$ cat src/rtl/ex_muldiv_pkg.sv
// Shared types and encodings for the iterative RV32M multiply/divide unit.
package ex_muldiv_pkg;

  // Control FSM states (2-bit encoding)
  typedef enum logic [1:0] {
    MD_IDLE = 2'd0,
    MD_CALC = 2'd1,
    MD_FIX  = 2'd2,
    MD_DONE = 2'd3
  } md_state_e;

  // M-extension funct3 codes
  localparam logic [2:0] MD_MUL    = 3'b000;
  localparam logic [2:0] MD_MULH   = 3'b001;
  localparam logic [2:0] MD_MULHSU = 3'b010;
  localparam logic [2:0] MD_MULHU  = 3'b011;
  localparam logic [2:0] MD_DIV    = 3'b100;
  localparam logic [2:0] MD_DIVU   = 3'b101;
  localparam logic [2:0] MD_REM    = 3'b110;
  localparam logic [2:0] MD_REMU   = 3'b111;

  // rs1 is treated as signed for MULH, MULHSU, DIV and REM
  function automatic logic md_op1_signed(input logic [2:0] op);
    logic r;
    case (op)
      MD_MULH, MD_MULHSU, MD_DIV, MD_REM: r = 1'b1;
      default:                            r = 1'b0;
    endcase
    return r;
  endfunction

  // rs2 is treated as signed for MULH, DIV and REM only
  function automatic logic md_op2_signed(input logic [2:0] op);
    logic r;
    case (op)
      MD_MULH, MD_DIV, MD_REM: r = 1'b1;
      default:                 r = 1'b0;
    endcase
    return r;
  endfunction

endpackage

$ cat src/rtl/ex_muldiv_abs.sv
// Conditional two's-complement negate: used to take operand magnitudes
// and to restore the sign of the final product/quotient/remainder.
module ex_muldiv_abs #(
  parameter int WIDTH = 32
) (
  input  logic [WIDTH-1:0] a_i,
  input  logic             neg_i,
  output logic [WIDTH-1:0] y_o
);

  // Negate when requested, otherwise pass through
  always_comb begin
    if (neg_i) begin
      y_o = ~a_i + {{(WIDTH-1){1'b0}}, 1'b1};
    end else begin
      y_o = a_i;
    end
  end

endmodule

$ cat src/rtl/ex_muldiv.sv
// Iterative RV32M multiply/divide unit. One radix-2 step per cycle
// (shift-add multiply, restoring divide) on operand magnitudes, with a
// single sign-fix cycle before the registered result is presented.
module ex_muldiv
  import ex_muldiv_pkg::*;
#(
  parameter int XLEN   = 32,
  parameter int REG_AW = 5
) (
  input  logic              clk,
  input  logic              rst,
  input  logic              start_i,
  input  logic [2:0]        op_i,
  input  logic [XLEN-1:0]   op1_i,
  input  logic [XLEN-1:0]   op2_i,
  input  logic [REG_AW-1:0] rd_waddr_i,
  input  logic              flush_i,
  output logic              hold_o,
  output logic              valid_o,
  output logic [XLEN-1:0]   result_o,
  output logic [REG_AW-1:0] rd_waddr_o,
  output logic              busy_o
);

  localparam int              CNT_W     = $clog2(XLEN) + 1;
  localparam logic [CNT_W-1:0] LAST_STEP = CNT_W'(XLEN - 1);
  localparam logic [CNT_W-1:0] CNT_ZERO  = {CNT_W{1'b0}};
  localparam logic [XLEN-1:0] ALL_ONES  = {XLEN{1'b1}};
  localparam logic [XLEN-1:0] ZERO_X    = {XLEN{1'b0}};
  localparam logic [XLEN-1:0] SMIN      = {1'b1, {(XLEN-1){1'b0}}};
  localparam logic [REG_AW-1:0] ZERO_REG = {REG_AW{1'b0}};

  md_state_e           state_q,  state_d;
  logic [CNT_W-1:0]    cnt_q,    cnt_d;
  logic [2:0]          op_q,     op_d;
  logic [REG_AW-1:0]   rd_q,     rd_d;
  logic [XLEN-1:0]     mag2_q,   mag2_d;
  // multiply: {high, low} product; divide: low half holds dividend/quotient
  logic [2*XLEN-1:0]   acc_q,    acc_d;
  logic [XLEN-1:0]     rem_q,    rem_d;
  logic                neg_q,    neg_d;
  logic [XLEN-1:0]     result_q, result_d;

  logic                s1_s, s2_s;
  logic [XLEN-1:0]     mag1_s, mag2_s;
  logic [XLEN:0]       mul_sum_s;
  logic [XLEN:0]       div_shift_s, div_trial_s;
  logic [2*XLEN-1:0]   fix_in_s, fix_out_s;
  logic [XLEN-1:0]     fix_res_s;
  logic                accept_s, div_zero_s, div_ovf_s;

  assign s1_s = md_op1_signed(op_i) & op1_i[XLEN-1];
  assign s2_s = md_op2_signed(op_i) & op2_i[XLEN-1];

  ex_muldiv_abs #(.WIDTH(XLEN)) u_abs_op1 (.a_i(op1_i), .neg_i(s1_s), .y_o(mag1_s));
  ex_muldiv_abs #(.WIDTH(XLEN)) u_abs_op2 (.a_i(op2_i), .neg_i(s2_s), .y_o(mag2_s));

  assign accept_s   = start_i & ~flush_i & (state_q == MD_IDLE);
  assign div_zero_s = op_i[2] & (op2_i == ZERO_X);
  assign div_ovf_s  = ((op_i == MD_DIV) | (op_i == MD_REM)) &
                      (op1_i == SMIN) & (op2_i == ALL_ONES);

  // One shift-add step: add multiplicand to the high half when the
  // current multiplier bit is set; the carry becomes the new top bit.
  assign mul_sum_s = {1'b0, acc_q[2*XLEN-1:XLEN]} +
                     (acc_q[0] ? {1'b0, mag2_q} : {(XLEN+1){1'b0}});
  // One restoring step: shift the next dividend bit into the remainder
  // and trial-subtract the divisor; a negative trial keeps the shift.
  assign div_shift_s = {rem_q, acc_q[XLEN-1]};
  assign div_trial_s = div_shift_s - {1'b0, mag2_q};

  // Pick the magnitude to sign-fix: full product, quotient or remainder
  always_comb begin
    if (op_q[2]) begin
      fix_in_s = {ZERO_X, (op_q[1] ? rem_q : acc_q[XLEN-1:0])};
    end else begin
      fix_in_s = acc_q;
    end
  end

  ex_muldiv_abs #(.WIDTH(2*XLEN)) u_abs_fix (.a_i(fix_in_s), .neg_i(neg_q), .y_o(fix_out_s));

  // MULH* return the high half; MUL and all divides return the low half
  always_comb begin
    if (!op_q[2] && (op_q[1:0] != 2'b00)) begin
      fix_res_s = fix_out_s[2*XLEN-1:XLEN];
    end else begin
      fix_res_s = fix_out_s[XLEN-1:0];
    end
  end

  // Control FSM next state and datapath next values
  always_comb begin
    state_d  = state_q;
    cnt_d    = cnt_q;
    op_d     = op_q;
    rd_d     = rd_q;
    mag2_d   = mag2_q;
    acc_d    = acc_q;
    rem_d    = rem_q;
    neg_d    = neg_q;
    result_d = result_q;
    case (state_q)
      MD_IDLE: begin
        if (accept_s) begin
          op_d   = op_i;
          rd_d   = rd_waddr_i;
          cnt_d  = CNT_ZERO;
          mag2_d = mag2_s;
          acc_d  = {ZERO_X, mag1_s};
          rem_d  = ZERO_X;
          // remainder follows the dividend; product/quotient follow s1^s2
          if (op_i[2] && op_i[1]) begin
            neg_d = s1_s;
          end else begin
            neg_d = s1_s ^ s2_s;
          end
          if (div_zero_s) begin
            state_d  = MD_DONE;
            result_d = op_i[1] ? op1_i : ALL_ONES;
          end else if (div_ovf_s) begin
            state_d  = MD_DONE;
            result_d = op_i[1] ? ZERO_X : SMIN;
          end else begin
            state_d  = MD_CALC;
          end
        end else begin
          state_d = MD_IDLE;
        end
      end
      MD_CALC: begin
        if (flush_i) begin
          state_d = MD_IDLE;
          cnt_d   = CNT_ZERO;
        end else begin
          if (op_q[2]) begin
            if (!div_trial_s[XLEN]) begin
              rem_d = div_trial_s[XLEN-1:0];
              acc_d = {acc_q[2*XLEN-1:XLEN], acc_q[XLEN-2:0], 1'b1};
            end else begin
              rem_d = div_shift_s[XLEN-1:0];
              acc_d = {acc_q[2*XLEN-1:XLEN], acc_q[XLEN-2:0], 1'b0};
            end
          end else begin
            acc_d = {mul_sum_s, acc_q[XLEN-1:1]};
          end
          if (cnt_q == LAST_STEP) begin
            state_d = MD_FIX;
            cnt_d   = CNT_ZERO;
          end else begin
            cnt_d   = cnt_q + {{(CNT_W-1){1'b0}}, 1'b1};
          end
        end
      end
      MD_FIX: begin
        if (flush_i) begin
          state_d = MD_IDLE;
        end else begin
          state_d  = MD_DONE;
          result_d = fix_res_s;
        end
      end
      MD_DONE: begin
        state_d = MD_IDLE;
      end
      default: begin
        state_d = MD_IDLE;
      end
    endcase
  end

  // State and datapath registers with asynchronous reset
  always_ff @(posedge clk or posedge rst) begin
    if (rst) begin
      state_q  <= MD_IDLE;
      cnt_q    <= CNT_ZERO;
      op_q     <= MD_MUL;
      rd_q     <= ZERO_REG;
      mag2_q   <= ZERO_X;
      acc_q    <= {(2*XLEN){1'b0}};
      rem_q    <= ZERO_X;
      neg_q    <= 1'b0;
      result_q <= ZERO_X;
    end else begin
      state_q  <= state_d;
      cnt_q    <= cnt_d;
      op_q     <= op_d;
      rd_q     <= rd_d;
      mag2_q   <= mag2_d;
      acc_q    <= acc_d;
      rem_q    <= rem_d;
      neg_q    <= neg_d;
      result_q <= result_d;
    end
  end

  // hold_o is combinational so the PC stalls in the request cycle itself
  assign hold_o     = accept_s | (state_q == MD_CALC) | (state_q == MD_FIX);
  assign valid_o    = (state_q == MD_DONE);
  assign busy_o     = (state_q != MD_IDLE);
  assign result_o   = result_q;
  assign rd_waddr_o = valid_o ? rd_q : ZERO_REG;

endmodule

$ cat config.mk
export PLATFORM = sky130hd
export DESIGN_NAME = ex_muldiv
export DESIGN_NICKNAME = d
export VERILOG_FILES = /design/src/rtl/ex_muldiv_pkg.sv /design/src/rtl/ex_muldiv_abs.sv /design/src/rtl/ex_muldiv.sv
export SDC_FILE = /design/constraint.sdc
export NUM_CORES = 1
export LEC_CHECK = 0
export CAP_MARGIN = 20
export CORE_MARGIN = 5
export CORE_UTILIZATION = 55
export CTS_CLUSTER_SIZE = 28
export DETAILED_ROUTE_END_ITERATION = 10
export PLACE_DENSITY = 0.73
export SYNTH_ARGS = -nofsm -noshare
export SYNTH_HDL_FRONTEND = slang
export SYNTH_HIERARCHICAL = 1
export SYNTH_SLANG_ARGS = --single-unit
$ cat constraint.sdc
create_clock -name clk -period 10.5 [get_ports clk]
set_clock_uncertainty 0.1 [all_clocks]
set_input_delay 1.575 -clock clk [delete_from_list [all_inputs] [get_ports clk]]
set_output_delay 1.575 -clock clk [all_outputs]
set_load 0.03 [all_outputs]
==> flow_metrics.py, run 1 <==
metrics = {
    "die": {
        "row_count": 62,
        "fp.coreArea_um2": 28500,
        "dieArea_um2": 32200,
        "start_util_pct": 55.4,
        "die-height_um": 180,
        "ioPinCount": 116,
        "die_w_um": 180,
    },
    "power_and_ir_drop": {
        "total_power_uw": 4910,
        "p_leak_uw": 0.00733,
        "power_density_nw_per_um2": 275,
        "worst_ir_drop_vdd_mv": 0.129,
    },
    "clocking": {
        "cts_htree_levels": 4,
        "cts_hold_buf": 0,
        "cts_buffer_depth": 2,
        "cts_inserted_buffers": 17,
        "clkLatencyLatePin_ns": 0.44,
        "clock-sinks": 177,
        "cts_setup_buffers": 0,
        "cts_root_buf": "clkbuf_16",
        "cts_resized": 0,
        "cts_tree": "done",
        "path_clk_slew_ns": 0.06,
    },
    "drt": {
        "viasPerCell": 6.27,
        "drt_first_pass_iters": 6,
        "wl_met3_um": 4120,
        "ant_nets": 0,
        "highest_layer": "met4",
        "m1WireLength_um": 22200,
        "drt_iter0_markers": 1624,
        "met2_length_um": 22500,
        "routedWlPerCell_um": 21.3,
        "drt_wl_total_um": 51000,
        "remaining_drc_errors": 0,
        "vias": 15000,
    },
    "sta": {
        "fin_crit_ns": 5.10,
        "relSlewSlack_pct": 12.0,
        "hold_viol": 0,
        "rsz0062_at_grt": "false",
        "report.final.slew_viol_count": 0,
        "fin_ws_ns": 5.40,
        "clock.fmax_mhz": 196,
        "tightestPinTransition_ns": 1.31,
        "setup_violations": 0,
        "tns_ns": 0,
        "fin_crit_sh_pct": 48.6,
        "timing.hold.ws_ns": 0.402,
    },
    "min_path": {
        "holdPathStages": 1,
        "hp-class": "flop to flop",
    },
    "worst_setup_path": {
        "reg2reg_depth": 12,
        "crit_fanout": 8,
        "startpoint_type": "input port",
        "critPathKind": "input port to output pin",
        "crit_arrival_ns": 3.43,
        "required_ns": 8.83,
        "cp-end-kind": "output pin",
    },
    "global_routing": {
        "grt_max_degree": 104,
        "grt_pass1_wl_um": 80200,
        "antenna_found_initial": 0,
        "grtUsageTotal_pct": 30.7,
        "overflow": 0,
        "grt_pass1_vias": 14000,
    },
    "yosys": {
        "ys_warn_count": 6,
        "syn-cell-area_um2": 15800,
        "synth-edff-count": 0,
        "synth_fp_nets": 2089,
        "netlist_top_cells_count": "nand2_1 (259), a21oi_1 (189), dfrtp_1 (177)",
        "yosysTopAreaCell": "dfrtp_1",
        "synth_most_common_cell": "nand2_1",
        "syn_area_per_cell_um2": 8.13,
        "synth_top_flop_cell": "dfrtp_1",
        "ys_ff_latch": 177,
        "synth_top_cell_area_share_pct": 28.0,
        "netlist-cell-type-count": 91,
        "yosysSeqAreaShare_pct": 28.0,
        "synthTopCellsByArea": "dfrtp_1 (28%), xnor2_1 (8.1%), nand2_1 (6.2%)",
        "ys_async_sr_fraction_pct": 100,
        "syn-instance-count": 1943,
    },
    "place": {
        "portBuffers": 115,
        "gp_congestion": 1.01,
        "post-place-ws_ns": 5.27,
        "hpwl_um": 38700,
    },
    "finish": {
        "drive_gt1_share_pct": 8.52,
        "syn2layout_area_growth_pct": 13.0,
        "nets": 2142,
        "antenna_cells": 0,
    },
    "run_status": {
        "status": "complete, no violations",
    },
    "flow_run": {
        "cap_violations": 0,
    },
}
## state kept, by name (all words and copies together) (netlist names)
signal and count:
result_o 32, rd_q 5, state_q 2, mag2_q 32, op_q 3, cnt_q 6, neg_q 1, rem_q 32
acc_q 64
## layer usage
layer  vias to the layer above  global-route usage (%)
met4                         0                    13.1
met2                       701                    46.7
li1                       7082                       -
met5                         -                       0
met1                      7120                    43.5
met3                        95                    4.83
## cells in the final DEF (no fill, tap or decap), drive strengths merged, types with 25 or more instances in the layout
| cell | Yosys | layout |
|---|---|---|
| mux2 | 42 | 42 |
| nand2b | 62 | 62 |
| o31ai | 48 | 48 |
| mux2i | 42 | 42 |
| nor2 | 113 | 113 |
| o41ai | 32 | 32 |
| nand3 | 41 | 41 |
| and2 | 37 | 37 |
| dfrtp | 177 | 177 |
| o21ai | 178 | 178 |
| clkdlybuf4s50 | 0 | 115 |
| a21oi | 190 | 190 |
| xor2 | 27 | 27 |
| a21o | 25 | 25 |
| nand2 | 259 | 259 |
| ha | 68 | 68 |
| nor4 | 31 | 31 |
| nor2b | 41 | 41 |
| nor3 | 27 | 27 |
| xnor2 | 147 | 147 |
| inv | 54 | 55 |
## layout make-up
class                           instances  area [um2]
Timing Repair Buffer                  138        1420
Clock buffer                           23         478
Multi-Input combinational cell       1608       10800
Tap cell                              384         480
Inverter                               54         208
Fill cell                            2526       10700
Clock inverter                          8        80.1
Sequential cell                       177        4430
## metrics by stage
stage / instances / utilization, % / cell area, um2
4_1_cts: 2387 / 62.1 / 17700
6_report: 2392 / 62.6 / 17900
5_1_grt: 2392 / 62.6 / 17900
3_5_place_dp: 2356 / 60.2 / 17200
3_3_place_gp: 2354 / 60.1 / 17200
2_1_floorplan: 1943 / - / 15800
## critical path: stages
cell and delay [ns]:
clkdlybuf4s50_1 0.66, nor3b_2 0.09, nor2_1 0.39, nand2_1 0.11, clkdlybuf4s50_1 0.60
## kinds of logic after synthesis
group                      share of synthesized area (%)
and+or+nand+nor                                     23.9
xor gates and xnor gates                            9.69
AOI/OAI and AO/OA                                   23.0
muxes                                               5.65
DFF                                                 28.0
buffers and inverters                               4.15
adders and majority gates                           5.64
## final timing paths
| kind | startpoint | to | slack, ns |
|---|---|---|---|
| max | flush_i | hold_o | 5.40 |
| min | rd_q[1]$_DFFE_PP0P_ | rd_q[1]$_DFFE_PP0P_ | 0.40 |
| max reg2reg | op_q[2]$_DFFE_PP0P_ | result_o[13]$_DFFE_PP0P_ | 6.29 |
| min reg2reg | rd_q[1]$_DFFE_PP0P_ | rd_q[1]$_DFFE_PP0P_ | 0.40 |
| max in group asynchronous | rst | op_q[2]$_DFFE_PP0P_ | 7.49 |
| min in group asynchronous | rst | rd_q[0]$_DFFE_PP0P_ | 1.29 |
## where the power goes
| group | leakage [uW] | switching (uW) | total, uW | internal (uW) |
|---|---|---|---|---|
| clock network | 0.000266 | 281 | 626 | 345 |
| logic | 0.00478 | 1860 | 3060 | 1200 |
| registers | 0.00228 | 274 | 1220 | 945 |
No activity file was read; power rests on OpenSTA's default activity.
==> run 2, diff against run 1 <==
- PLACE_DENSITY: 0.73 -> 0.76
- clock period: 10.5 -> 4.1 ns (I/O delays scaled with it)
==> flow_metrics.py, run 2 (synthesis results as in run 1) <==
metrics = {
    "sta": {
        "setup_violations": 0,
        "fin_crit_ns": 3.99,
        "tns_ns": 0,
        "report.final.slew_viol_count": 0,
        "tightestPinTransition_ns": 1.21,
        "hold_viol": 0,
        "fin_ws_ns": 0.109,
        "rsz0062_at_grt": "false",
        "relSlewSlack_pct": 18.4,
        "clock.fmax_mhz": 251,
        "fin_crit_sh_pct": 97.3,
    },
    "min_path": {
        "hp-class": "flop to flop",
    },
    "drt": {
        "routedWlPerCell_um": 21.2,
        "drt_iter0_markers": 1743,
        "viasPerCell": 6.35,
        "vias": 15300,
        "drt_wl_total_um": 51100,
        "remaining_drc_errors": 0,
        "ant_nets": 0,
        "drt_first_pass_iters": 6,
    },
    "finish": {
        "design_area_um2": 17900,
        "layout_commonest_cell": "nand2_1",
        "largest_register_ffs": 64,
        "antenna_cells": 0,
        "largest_register": "acc_q",
        "syn2layout_area_growth_pct": 13.6,
        "drive_gt1_share_pct": 9.34,
        "layout_common_cells": "nand2_1 (259), a21oi_1 (189), dfrtp_1 (175), xnor2_1 (147), o21ai_0 (123)",
        "num-fill-cells": 2567,
        "fin_util_pct": 62.9,
        "nets": 2156,
    },
    "clocking": {
        "cts_hold_buf": 0,
        "cts_inserted_buffers": 17,
        "cts_htree_levels": 4,
        "clkLatencyLatePin_ns": 0.45,
        "clock-sinks": 177,
        "cts_resized": 0,
        "cts_root_buf": "clkbuf_16",
        "cts_setup_buffers": 0,
        "cts_tree": "done",
        "path_clk_slew_ns": 0.07,
        "cts_buffer_depth": 2,
    },
    "die": {
        "fp.coreArea_um2": 28500,
        "dieArea_um2": 32200,
        "die_w_um": 180,
        "start_util_pct": 55.4,
        "row_count": 62,
        "ioPinCount": 116,
        "die-height_um": 180,
    },
    "worst_setup_path": {
        "crit_arrival_ns": 4.26,
        "critPathKind": "input port to flop",
        "crit_fanout": 61,
        "cp-end-kind": "flop",
        "required_ns": 4.37,
        "startpoint_type": "input port",
    },
    "power_and_ir_drop": {
        "p_leak_uw": 0.00740,
        "p_clk_share_pct": 13.2,
        "total_power_uw": 12800,
        "power_density_nw_per_um2": 711,
        "worst_ir_drop_vdd_mv": 0.407,
        "p_int_uw": 6380,
        "switchingPower_uw": 6390,
        "pwr-share-comb_pct": 62.1,
        "swShare_pct": 50.1,
        "seq_power_share_pct": 24.7,
    },
    "global_routing": {
        "grtUsageTotal_pct": 30.6,
        "overflow": 0,
        "grt_max_degree": 97,
        "grt_pass1_vias": 14200,
        "antenna_found_initial": 2,
        "grt_pass1_wl_um": 80400,
    },
    "place": {
        "portBuffers": 115,
        "hpwl_um": 39300,
        "gp_congestion": 1.03,
        "place_area_um2": 17400,
        "post-place-ws_ns": -0.168,
    },
    "flow_run": {
        "cap_violations": 0,
    },
    "run_status": {
        "status": "complete, no violations",
    },
}
==> run 2: layer usage <==
layer / global-route usage (%) / share of wire (%) / vias up
li1: - / - / 7123
met1: 43.9 / 44 / 7300
met2: 45.8 / 43 / 764
met3: 5.32 / 8.9 / 106
met4: 12.7 / 4.6 / 2
met5: 0 / 0.020 / -
==> run 2: critical path, cell delays in order <==
cell and delay (ns):
clkdlybuf4s50_1 0.55, nor4_1 0.53, nand4_1 0.45, nor4_1 0.31
nand4_1 0.16, nor4_1 0.64, o21ai_1 0.32, o21ai_4 0.17
buf_12 0.28, nor2_1 0.07, a21oi_1 0.13
==> run 2: path summary, 6_finish.rpt <==
path	slack [ns]	startpoint	to	cells past startpoint
setup reg to reg	0.38	mag2_q[0]$_DFFE_PP0P_	rem_q[18]$_DFFE_PP0P_	13
hold / removal	0.41	rd_q[1]$_DFFE_PP0P_	rd_q[1]$_DFFE_PP0P_	1
setup / recovery	0.11	op1_i[22]	result_o[8]$_DFFE_PP0P_	11
max in group asynchronous	2.52	rst	op_q[2]$_DFFE_PP0P_	3
hold reg to reg	0.41	rd_q[1]$_DFFE_PP0P_	rd_q[1]$_DFFE_PP0P_	1
min in group asynchronous	0.49	rst	acc_q[55]$_DFFE_PP0P_	2
==> run 2: layout make-up <==
class	count	area [um2]	area share, %
multi-input combinational	1608	10800	59.9
sequential	177	4430	24.7
timing repair buffer	152	1500	8.34
tap	384	480	2.68
clock buffer	18	439	2.45
inverter	54	206	1.15
clock inverter	14	135	0.753
==> run 2: power groups by stage <==
stage | Combinational (uW) | Sequential [uW] | Clock, uW
detailed placement | 7770 | 3170 | 0
finish | 7920 | 3160 | 1680
floorplan | 5530 | 3120 | 0
global route | 8580 | 3240 | 1750
global placement | 7640 | 3150 | 0
CTS | 7810 | 3130 | 1690
==> run 2: through the flow <==
stage,hold WS [ns],std cells
detailed placement,0.396,2373
CTS,0.407,2405
global placement,0.383,2373
floorplan,0.365,1943
finish,0.407,2407
global route,0.417,2407
==> run 3, diff against run 2 <==
- CAP_MARGIN: 20 -> not set
- SKIP_CTS_REPAIR_TIMING: not set -> 1
==> flow_metrics.py, run 3 (synthesis results as in run 1) <==
metrics = {
    "min_path": {
        "holdPathStages": 1,
        "hp-class": "flop to flop",
        "hp-start": "rd_q[1]$_DFFE_PP0P_",
        "min_to": "rd_q[1]$_DFFE_PP0P_",
    },
    "power_and_ir_drop": {
        "power_density_nw_per_um2": 712,
        "worst_ir_drop_vdd_mv": 0.398,
        "p_leak_uw": 0.00739,
    },
    "clocking": {
        "cts_buffer_depth": 2,
        "clkLatencyLatePin_ns": 0.46,
        "cts_inserted_buffers": 17,
        "cts_tree": "done",
        "cts_root_buf": "clkbuf_16",
        "clock-sinks": 177,
        "cts_htree_levels": 4,
        "path_clk_slew_ns": 0.09,
    },
    "place": {
        "hpwl_um": 39300,
        "placed_cells": 2373,
        "place_area_um2": 17400,
        "gp_congestion": 1.03,
        "portBuffers": 115,
    },
    "worst_setup_path": {
        "critical_path_buf_inv_count": 2,
        "required_ns": 4.38,
        "slowest_stage": "nor4_1",
        "critical_path.cell_chain": "clkdlybuf4s50_1, nor4_1, nand4_1, nor4_1, nand4_1, nor4_1, o21ai_1, o21ai_4, buf_12, nor2_1, a21oi_1",
        "rr_endpoint": "result_o[1]$_DFFE_PP0P_",
        "critPathKind": "input port to flop",
        "r2r-start": "op_q[2]$_DFFE_PP0P_",
        "crit_arrival_ns": 4.33,
        "max_stage_delay_ns": 0.67,
        "cp-end-kind": "flop",
        "critPathMostFrequentCell": "nor4_1",
        "r2r_setup_slack_ns": 0.37,
        "crit_family": "simple AND/OR/NAND/NOR gates",
        "startpoint_type": "input port",
        "crit_fanout": 61,
        "reg2reg_depth": 12,
    },
    "sta": {
        "tightestPinTransition_ns": 1.30,
        "fin_crit_sh_pct": 98.9,
        "report.final.slew_viol_count": 0,
        "rsz0062_at_grt": "false",
        "fin_crit_ns": 4.05,
        "tns_ns": 0,
        "relSlewSlack_pct": 12.5,
        "setup_violations": 0,
        "clock.fmax_mhz": 247,
        "hold_viol": 0,
    },
    "drt": {
        "vias": 15200,
        "routedWlPerCell_um": 21.3,
        "ant_nets": 0,
        "drt_iter0_markers": 1733,
        "remaining_drc_errors": 0,
        "drt_first_pass_iters": 6,
        "drt_wl_total_um": 51200,
        "viasPerCell": 6.33,
    },
    "die": {
        "die_w_um": 180,
        "fp.coreArea_um2": 28500,
        "dieArea_um2": 32200,
        "row_count": 62,
        "ioPinCount": 116,
        "start_util_pct": 55.4,
        "die-height_um": 180,
    },
    "global_routing": {
        "grt_pass1_vias": 14200,
        "grt_max_degree": 97,
        "overflow": 0,
        "grtUsageTotal_pct": 30.6,
        "antenna_found_initial": 2,
        "grt_pass1_wl_um": 80400,
    },
    "finish": {
        "layout_commonest_cell": "nand2_1",
        "design_area_um2": 17900,
        "antenna_cells": 0,
        "nets": 2154,
        "fin_util_pct": 62.8,
        "drive_gt1_share_pct": 9.25,
        "largest_register_ffs": 64,
        "largest_register": "acc_q",
        "num-fill-cells": 2570,
        "syn2layout_area_growth_pct": 13.5,
        "layout.cells.non_filler": 2405,
        "layout_common_cells": "nand2_1 (259), a21oi_1 (189), dfrtp_1 (175), xnor2_1 (147), o21ai_0 (123)",
    },
    "run_status": {
        "status": "complete, no violations",
    },
    "flow_run": {
        "cap_violations": 0,
    },
}
-- run 3: cell types whose count changed in the layout (fill, tap and decap cells not counted), sizes merged --
cell / before / now
buf: 37 / 35
-- run 3: through the flow --
step,total power (uW),setup slack [ns],hold WS [ns]
6_report,12800,0.0469,0.408
3_5_place_dp,10900,-0.168,0.396
4_1_cts,12600,0.281,0.407
5_1_grt,13600,0.0692,0.417
3_3_place_gp,10800,-0.158,0.383
2_1_floorplan,8650,0.415,0.365
-- run 3: worst max-delay path by stage --
stage                                    from                  endpoint  slack [ns]  depth (start not counted)
after global routing                op1_i[15]  result_o[18]$_DFFE_PP0P_        0.07                          9
after floorplan           op_q[2]$_DFFE_PP0P_  result_o[31]$_DFFE_PP0P_        0.42                         12
after global placement              op1_i[22]   result_o[0]$_DFFE_PP0P_       -0.16                         11
after CTS                           op1_i[22]   result_o[3]$_DFFE_PP0P_        0.28                         11
final                               op1_i[22]   result_o[5]$_DFFE_PP0P_        0.05                         11
after detailed placement            op1_i[22]   result_o[3]$_DFFE_PP0P_       -0.17                         11
-- run 3: layout make-up --
cell class | instances | area [um2] | share of cell area (%)
inverters | 54 | 206 | 1.15
repair buffers | 150 | 1480 | 8.23
clock inverters | 14 | 135 | 0.754
clock buffers | 18 | 439 | 2.45
multi-input cells | 1608 | 10800 | 60.0
flip-flops and latches | 177 | 4430 | 24.7
well taps | 384 | 480 | 2.68
-- run 3: per-layer routing --
layer | up-vias | routed length (um) | GRT usage (%)
met3 | 100 | 4770 | 5.32
met4 | 2 | 2260 | 12.7
met2 | 804 | 21900 | 45.8
met1 | 7211 | 22200 | 43.9
met5 | - | 10 | 0
li1 | 7116 | - | -
-- run 3: where the power goes --
part           leakage, uW  internal [uW]  switching, uW  total [uW]
combinational      0.00483           3120           4790        7910
clock             0.000280            828            855        1680
sequential         0.00228           2420            744        3160
total              0.00739           6360           6390       12800
